**src/rtl/fp_exp_pkg.sv**
```systemverilog
// fp_exp_pkg: shared op encoding and
// signed exponent limit helpers.
package fp_exp_pkg;

  typedef enum logic [1:0] {
    OP_ONESHOT = 2'd0,
    OP_LOAD    = 2'd1,
    OP_ACCUM   = 2'd2,
    OP_RSVD    = 2'd3
  } op_e;

  function automatic logic signed [32:0]
    exp_max(input int w);
    return (33'sd1 <<< (w - 1)) - 33'sd1;
  endfunction

  function automatic logic signed [32:0]
    exp_min(input int w);
    return -(33'sd1 <<< (w - 1));
  endfunction

endpackage

```
**src/rtl/fp_exp_sat_add.sv**
```systemverilog
// fp_exp_sat_add: combinational saturating
// signed add, a + b -> sum with ovf/unf.
module fp_exp_sat_add
  import fp_exp_pkg::*;
#(
  parameter int EXP_W = 8
) (
  input  logic [EXP_W-1:0] a,
  input  logic [EXP_W-1:0] b,
  output logic [EXP_W-1:0] sum,
  output logic             ovf,
  output logic             unf
);

  localparam logic [EXP_W-1:0] MAX_V =
    EXP_W'(exp_max(EXP_W));
  localparam logic [EXP_W-1:0] MIN_V =
    EXP_W'(exp_min(EXP_W));

  logic [EXP_W:0] raw;

  always_comb begin
    raw = {a[EXP_W-1], a} + {b[EXP_W-1], b};
    ovf = ~raw[EXP_W] & raw[EXP_W-1];
    unf = raw[EXP_W] & ~raw[EXP_W-1];
    sum = raw[EXP_W-1:0];
    unique case (1'b1)
      ovf:     sum = MAX_V;
      unf:     sum = MIN_V;
      default: ;
    endcase
  end

endmodule

```
**src/rtl/fp_exp_accumulator.sv**
```systemverilog
// fp_exp_accumulator: registered saturating
// exponent adder/accumulator, valid/ready.
module fp_exp_accumulator
  import fp_exp_pkg::*;
#(
  parameter int EXP_W = 8
) (
  input  logic             clk,
  input  logic             rst_n,
  input  logic             in_valid,
  output logic             in_ready,
  input  logic [1:0]       op,
  input  logic [EXP_W-1:0] in_exp,
  input  logic [EXP_W-1:0] change,
  input  logic             clr_sticky,
  output logic             out_valid,
  input  logic             out_ready,
  output logic [EXP_W-1:0] out_exp,
  output logic             ovf,
  output logic             unf,
  output logic             sticky_ovf,
  output logic             sticky_unf
);

  op_e op_w;
  logic is_load;
  logic is_accum;
  logic accept;

  logic [EXP_W-1:0] acc_q, acc_d;
  logic [EXP_W-1:0] exp_q, exp_d;
  logic vld_q, vld_d;
  logic ovf_q, ovf_d;
  logic unf_q, unf_d;
  logic sov_q, sov_d;
  logic sunf_q, sunf_d;

  logic [EXP_W-1:0] a_sel;
  logic [EXP_W-1:0] res;
  logic res_ovf;
  logic res_unf;

  assign op_w     = op_e'(op);
  assign is_load  = (op_w == OP_LOAD);
  assign is_accum = (op_w == OP_ACCUM);
  assign in_ready = !vld_q || out_ready;
  assign accept   = in_valid && in_ready;
  assign a_sel    = is_accum ? acc_q : in_exp;

  fp_exp_sat_add #(
    .EXP_W(EXP_W)
  ) u_add (
    .a  (a_sel),
    .b  (change),
    .sum(res),
    .ovf(res_ovf),
    .unf(res_unf)
  );

  always_comb begin
    acc_d  = acc_q;
    exp_d  = exp_q;
    vld_d  = vld_q && !out_ready;
    ovf_d  = ovf_q;
    unf_d  = unf_q;
    sov_d  = clr_sticky ? 1'b0 : sov_q;
    sunf_d = clr_sticky ? 1'b0 : sunf_q;
    if (accept) begin
      vld_d = 1'b1;
      unique case (1'b1)
        is_load: begin
          exp_d = in_exp;
          ovf_d = 1'b0;
          unf_d = 1'b0;
          acc_d = in_exp;
        end
        is_accum: begin
          exp_d = res;
          ovf_d = res_ovf;
          unf_d = res_unf;
          acc_d = res;
        end
        default: begin
          exp_d = res;
          ovf_d = res_ovf;
          unf_d = res_unf;
        end
      endcase
      // a set in the same cycle beats a clear
      if (ovf_d) sov_d = 1'b1;
      if (unf_d) sunf_d = 1'b1;
    end
  end

  always_ff @(posedge clk) begin
    if (!rst_n) begin
      acc_q  <= '0;
      exp_q  <= '0;
      vld_q  <= 1'b0;
      ovf_q  <= 1'b0;
      unf_q  <= 1'b0;
      sov_q  <= 1'b0;
      sunf_q <= 1'b0;
    end else begin
      acc_q  <= acc_d;
      exp_q  <= exp_d;
      vld_q  <= vld_d;
      ovf_q  <= ovf_d;
      unf_q  <= unf_d;
      sov_q  <= sov_d;
      sunf_q <= sunf_d;
    end
  end

  assign out_valid  = vld_q;
  assign out_exp    = exp_q;
  assign ovf        = ovf_q;
  assign unf        = unf_q;
  assign sticky_ovf = sov_q;
  assign sticky_unf = sunf_q;

endmodule

```
**config.mk**
```make
export PLATFORM = sky130hd
export DESIGN_NAME = fp_exp_accumulator
export DESIGN_NICKNAME = d
export VERILOG_FILES = /design/src/rtl/fp_exp_pkg.sv /design/src/rtl/fp_exp_sat_add.sv /design/src/rtl/fp_exp_accumulator.sv
export SDC_FILE = /design/constraint.sdc
export NUM_CORES = 1
export LEC_CHECK = 0
export CAP_MARGIN = 40
export CORE_MARGIN = 3
export CORE_UTILIZATION = 49
export DETAILED_ROUTE_END_ITERATION = 12
export HOLD_SLACK_MARGIN = 0.06
export PLACE_DENSITY = 0.91
export SLEW_MARGIN = 10
export SYNTH_ARGS = -nofsm -noshare
export SYNTH_HDL_FRONTEND = slang
export SYNTH_SLANG_ARGS = --single-unit
```
**constraint.sdc**
```tcl
create_clock -name clk -period 4.4 [get_ports clk]
set_clock_uncertainty 0.1 [all_clocks]
set_input_delay 0.66 -clock clk [delete_from_list [all_inputs] [get_ports clk]]
set_output_delay 0.66 -clock clk [all_outputs]
set_load 0.02 [all_outputs]
```
# Word level (Yosys, flattened, before mapping)
# Index checks and enable logic that the tools add are counted.
[word_totals] ff_bits=21 latchBits=0 ram_bits=0 mem_bits_ro=0 input_bits=23 memories=0
[op_classes] n_addsub=1 multipliers=0 n_div=0 magnitude_cmp=0 n_eq_ne=2 n_shift=0 muxes=15 bitwise=4 n_reduce_logical=7
[ops] op="8-bit one-hot mux with 2 select lines" n=2
[ops] op="8-bit two-way mux" n=2
[ops] op="1-bit two-way mux" n=11
[ops] op="8-bit by 8-bit adder with 9-bit output" n=1
[ops] op="1-bit bitwise AND" n=2
[ops] op="2-bit by 1-bit equality test with 1-bit output (second input constant)" n=1
[ops] op="2-bit equality test (second input constant)" n=1
[ops] op="1-bit logical AND" n=2
[ops] op="1-bit logical NOT" n=2
[ops] op="1-bit NOT" n=2
[ops] op="2-bit AND reduction" n=1
[ops] op="2-bit nonzero test" n=1
[ops] op="1-bit logical OR" n=1

# Depth between registers and ports, before layout
[logic_depth] ltp_word=9 mapped_depth=16 ltp_nobuf=15

# Modules after synthesis
# From an unflattened synthesis, not the netlist that was laid out.
[hier_totals] cells_unflattened=163 area_unflattened_um2=1555.2
[modules_own_cells] module="fp_exp_accumulator" n_inst=1 cells_per_inst=107 area_per_inst_um2=1149.9 seq_area_each_um2=420.4
[modules_own_cells] module="fp_exp_sat_add" n_inst=1 cells_per_inst=56 area_per_inst_um2=405.4 seq_area_each_um2=0.0

# Least setup slack after synthesis
# Ideal clock, no wire load.
[synth_timing] path_kind="input port to flip-flop" startpoint="input port op[0]" endpoint="register exp_q[5], in the netlist out_exp[5]" setup_time_ns=0.138 arrival_time_ns=3.875 required_ns=4.162 path_slack_ns=0.288 stages=16 path_buffers=2 cell_sequence="inv_1 ha_1 buf_1 mux2_2 ha_1 and3_1 a41oi_1 a21oi_1 a211o_1 xnor2_1 ha_1 buf_1 nand2_1 mux2i_1 nor3_1 o221ai_1"
[synth_between] elab_chain_cells=7 elab_cells_between_ends=10 classes_between="add/sub (1); eq/ne (2); mux (3); bitwise (4)"
[synth_rtl] item="from (decl)" line="fp_exp_accumulator.sv:12" rtl="input logic [1:0] op,"
[synth_rtl] item="2-bit equality test" line="fp_exp_accumulator.sv:45" rtl="assign is_accum = (op_w == OP_ACCUM);"
[synth_rtl] item="8-bit two-way mux" line="fp_exp_accumulator.sv:48" rtl="assign a_sel = is_accum ? acc_q : in_exp;"
[synth_rtl] item="8-bit by 8-bit adder with 9-bit output" line="fp_exp_sat_add.sv:23" rtl="raw = {a[EXP_W-1], a} + {b[EXP_W-1], b};"
[synth_rtl] item="1-bit NOT (on tied branches)" line="fp_exp_sat_add.sv:25, fp_exp_sat_add.sv:24"
[synth_rtl] item="1-bit bitwise AND (on tied branches)" line="fp_exp_sat_add.sv:25, fp_exp_sat_add.sv:24"
[synth_rtl] item="8-bit one-hot mux with 2 select lines" line="fp_exp_sat_add.sv:27" rtl="unique case (1'b1)"
[synth_rtl] item="8-bit two-way mux (*)" line="fp_exp_accumulator.sv:70" rtl="unique case (1'b1)"
[synth_rtl] item="to (signal assigned)" line="fp_exp_accumulator.sv:106" rtl="exp_q <= exp_d;"
[synth_rtl] item="to (decl)" line="fp_exp_accumulator.sv:31" rtl="logic [EXP_W-1:0] exp_q, exp_d;"
# Mark *: on every way between the ends. The rest lies on a longest branch, timed or not.
# A chain may end at the register's enable or synchronous reset.

# Worst setup path in the final report
[layout_timing] startpoint="input port op[0]" endpoint="register exp_q[6], in the netlist out_exp[6]"
# Same word-level chain as after synthesis.

==> results.sh <==
export IMPL_worstHoldPathCells=2
export IMPL_wirelength_um=3455
export IMPL_async_flop_share_pct=0
export IMPL_synth_top_area_share_pct=28.16
export IMPL_synth_cell_area_mm2=0.001493
export IMPL_cts_buffers=3
export IMPL_insertion_delay_ns=0.30
export IMPL_tightest_slew_ns=0.6335
export IMPL_slew_headroom_pct=57.64
export IMPL_clock_root_buffer="clkbuf_4"
export IMPL_dpl_hpwl_um=2742
export IMPL_rsz0062_at_grt="false"
export IMPL_yosysTopAreaCell="dfxtp_1"
export IMPL_yosysSeqAreaShare_pct=28.16
export IMPL_dr_pass1_iters=4
export IMPL_io_pins=37
export IMPL_hold_slack_ns=0.3620
export IMPL_worst_setup_path_type="in -> reg"
export IMPL_grt_pass1_wl_um=5499
export IMPL_drc=0
export IMPL_num_rows=19
export IMPL_crit_arrival_ns=4.18
export IMPL_ys_seq_elements=21
export IMPL_mappedNetlistNets=214
export IMPL_timing_rr_end="out_exp[6]"
export IMPL_reg2reg_from="acc_q[0]"
export IMPL_grt_pass1_vias=1267
export IMPL_vias=1408
export IMPL_fin_crit_sh_pct=92.81
export IMPL_start_util_pct=52.76
export IMPL_drv_slew=0
export IMPL_cp_required_ns=4.50
export IMPL_wl_per_cell_um=13.93
export IMPL_yosysMostFrequentCell="nand2_1"
export IMPL_hold_start="out_exp[0]"
export IMPL_setup_violations=0
export IMPL_nNetsFinal=254
export IMPL_die_w_um=61.20
export IMPL_p_per_area_mw_per_mm2=313.2
export IMPL_drv_cap=0
export IMPL_worstRegToRegCells=12
export IMPL_antenna_found_initial=0
export IMPL_port_buffers=36
export IMPL_grt_overflow_total=0
export IMPL_route_antenna_remaining_nets=0
export IMPL_p_leak_nw=0.7876
export IMPL_dp_cells=244
export IMPL_final_cells=248
export IMPL_clockBufferDepth=2
export IMPL_core_area_mm2=0.002829
export IMPL_grt_max_degree=20
export IMPL_ir_drop_uv=295.6
export IMPL_track_usage_pct=19.30
export IMPL_fillers=218
export IMPL_end_kind="flip-flop"
export IMPL_critPathMaxFanout=8
export IMPL_die_h_um=61.20
export IMPL_cts_tree="yes"
export IMPL_hold_violations=0
export IMPL_netlist_instances=178
export IMPL_hold_path_end="out_exp[0]"
export IMPL_post_cts_buffers=0
export IMPL_area_delta_synth_final_pct=31.01
export IMPL_cts_sinks=21
export IMPL_synth_common_cells="24 x nand2_1, 21 x dfxtp_1, 19 x a21oi_1"
export IMPL_vias_per_cell=5.677
export IMPL_gp_congestion=0.8635
export IMPL_die_area_mm2=0.003745
export IMPL_yosysWarnings=0
export IMPL_diodes=0
export IMPL_r2r_slack_ns=1.24
export IMPL_min_path_type="reg -> reg"
export IMPL_post_route_min_period_ns=4.084
export IMPL_total_power_mw=0.6125
export IMPL_drtIter0Drc=73
export IMPL_yosys_top_cells_area="dfxtp_1 28%, ha_1 10%, a21oi_1 6.4%"
export IMPL_clkTransAtPathRegs_ns=0.12
export IMPL_start_kind="input port"
export IMPL_synth_edf_count=0
export IMPL_drive_gt1_share_pct=14.29
export IMPL_synth_area_per_cell_um2=8.386
export IMPL_fmaxAchievable_ghz=0.2449
export IMPL_status="finished clean"
export IMPL_synth_distinct_cells=45
export IMPL_synth_main_ff_cell="dfxtp_1"
export IMPL_htree_levels=1
worst max path at each step:
| stage | from | to | slack (ns) | depth (start not counted) |
|---|---|---|---|---|
| 6_report | op[0] | out_exp[6] | 0.32 | 16 |
| 5_1_grt | op[0] | out_exp[6] | 0.1 | 16 |
| 4_1_cts | op[0] | acc_q[3] | 0.17 | 14 |
| 3_5_place_dp | op[0] | acc_q[3] | -0.12 | 14 |
| 3_3_place_gp | op[1] | acc_q[3] | -0.02 | 13 |
| 2_1_floorplan | op[0] | out_exp[5] | 0.29 | 16 |
routing by layer:
layer	track usage, %	wire [µm]	vias up
li1	-	-	720
met1	25.89	1571	644
met2	32.48	1676	40
met3	4.193	188	4
met4	2.786	18	0
met5	0	0	-
placed cells by master, fill, tap and decap left out, types with 2 or more instances in the layout:
cell	count
ha_1	11
dfxtp_1	21
clkbuf_4	3
buf_4	10
a31oi_1	2
xor2_1	2
nor2b_1	2
nand3_1	8
mux2i_1	5
o21ai_1	4
a21oi_1	19
a21oi_4	2
o221ai_1	4
clkdlybuf4s50_1	36
nand2b_1	5
xnor2_1	3
o211ai_1	2
nand2_1	24
a211oi_1	2
nor2_1	8
mux2_2	7
o21ai_0	3
inv_1	8
nand4b_1	2
area by class of cell:
| class | instances | area [µm²] | share of cell area, % |
|---|---|---|---|
| inverter | 9 | 33.78 | 1.727 |
| timing repair buffer | 46 | 435.4 | 22.26 |
| tap | 31 | 38.79 | 1.983 |
| clock buffer | 4 | 26.28 | 1.344 |
| multi-input combinational | 137 | 1001 | 51.18 |
| sequential | 21 | 420.4 | 21.50 |
state kept, by name, indices dropped and copies added, names as in the netlist:
register    flops
acc_q           8
out_exp         8
out_valid       1
ovf             1
sticky_ovf      1
sticky_unf      1
unf             1
power by group:
part | switching, mW | internal (mW)
logic | 0.158 | 0.143
registers | 0.0100 | 0.210
clock network | 0.0563 | 0.0353
metrics by stage:
step	setup TNS, ns	area [µm²]	worst slack, ns	util, %
global placement	-0.03173	1924	-0.01797	68.02
floorplan	0	1493	0.2875	-
CTS	0	1951	0.1737	68.95
global route	0	1956	0.09583	69.13
detailed placement	-0.6971	1924	-0.1247	68.02
finish	0	1956	0.3164	69.13
critical path, stage by stage:
cell             delay [ns]
clkdlybuf4s50_1        0.43
inv_1                  0.08
ha_2                   0.28
mux2_2                 0.38
ha_1                   0.33
and3_1                 0.19
a41oi_1                0.21
a21oi_1                0.10
a211o_1                0.31
xnor2_1                0.14
ha_1                   0.39
buf_4                  0.15
a31oi_1                0.11
mux2i_1                0.16
nor2_1                 0.06
a32o_1                 0.20
cell families after synthesis:
logic type | synth area share, %
XOR/XNOR | 2.934
AO/OA/AOI/OAI | 24.64
multiplexers | 9.640
buffers and inverters | 5.113
adder cells (fa/ha/maj) | 11.40
flip-flops | 28.16
AND/OR/NAND/NOR | 18.11
repair_timing:
action                                  4_1_cts  5_1_grt
endpoints found under the setup margin        0        4
gates resized for setup                       0        2
hold buffers                                  0        0
No activity file was read; power rests on OpenSTA's default activity.
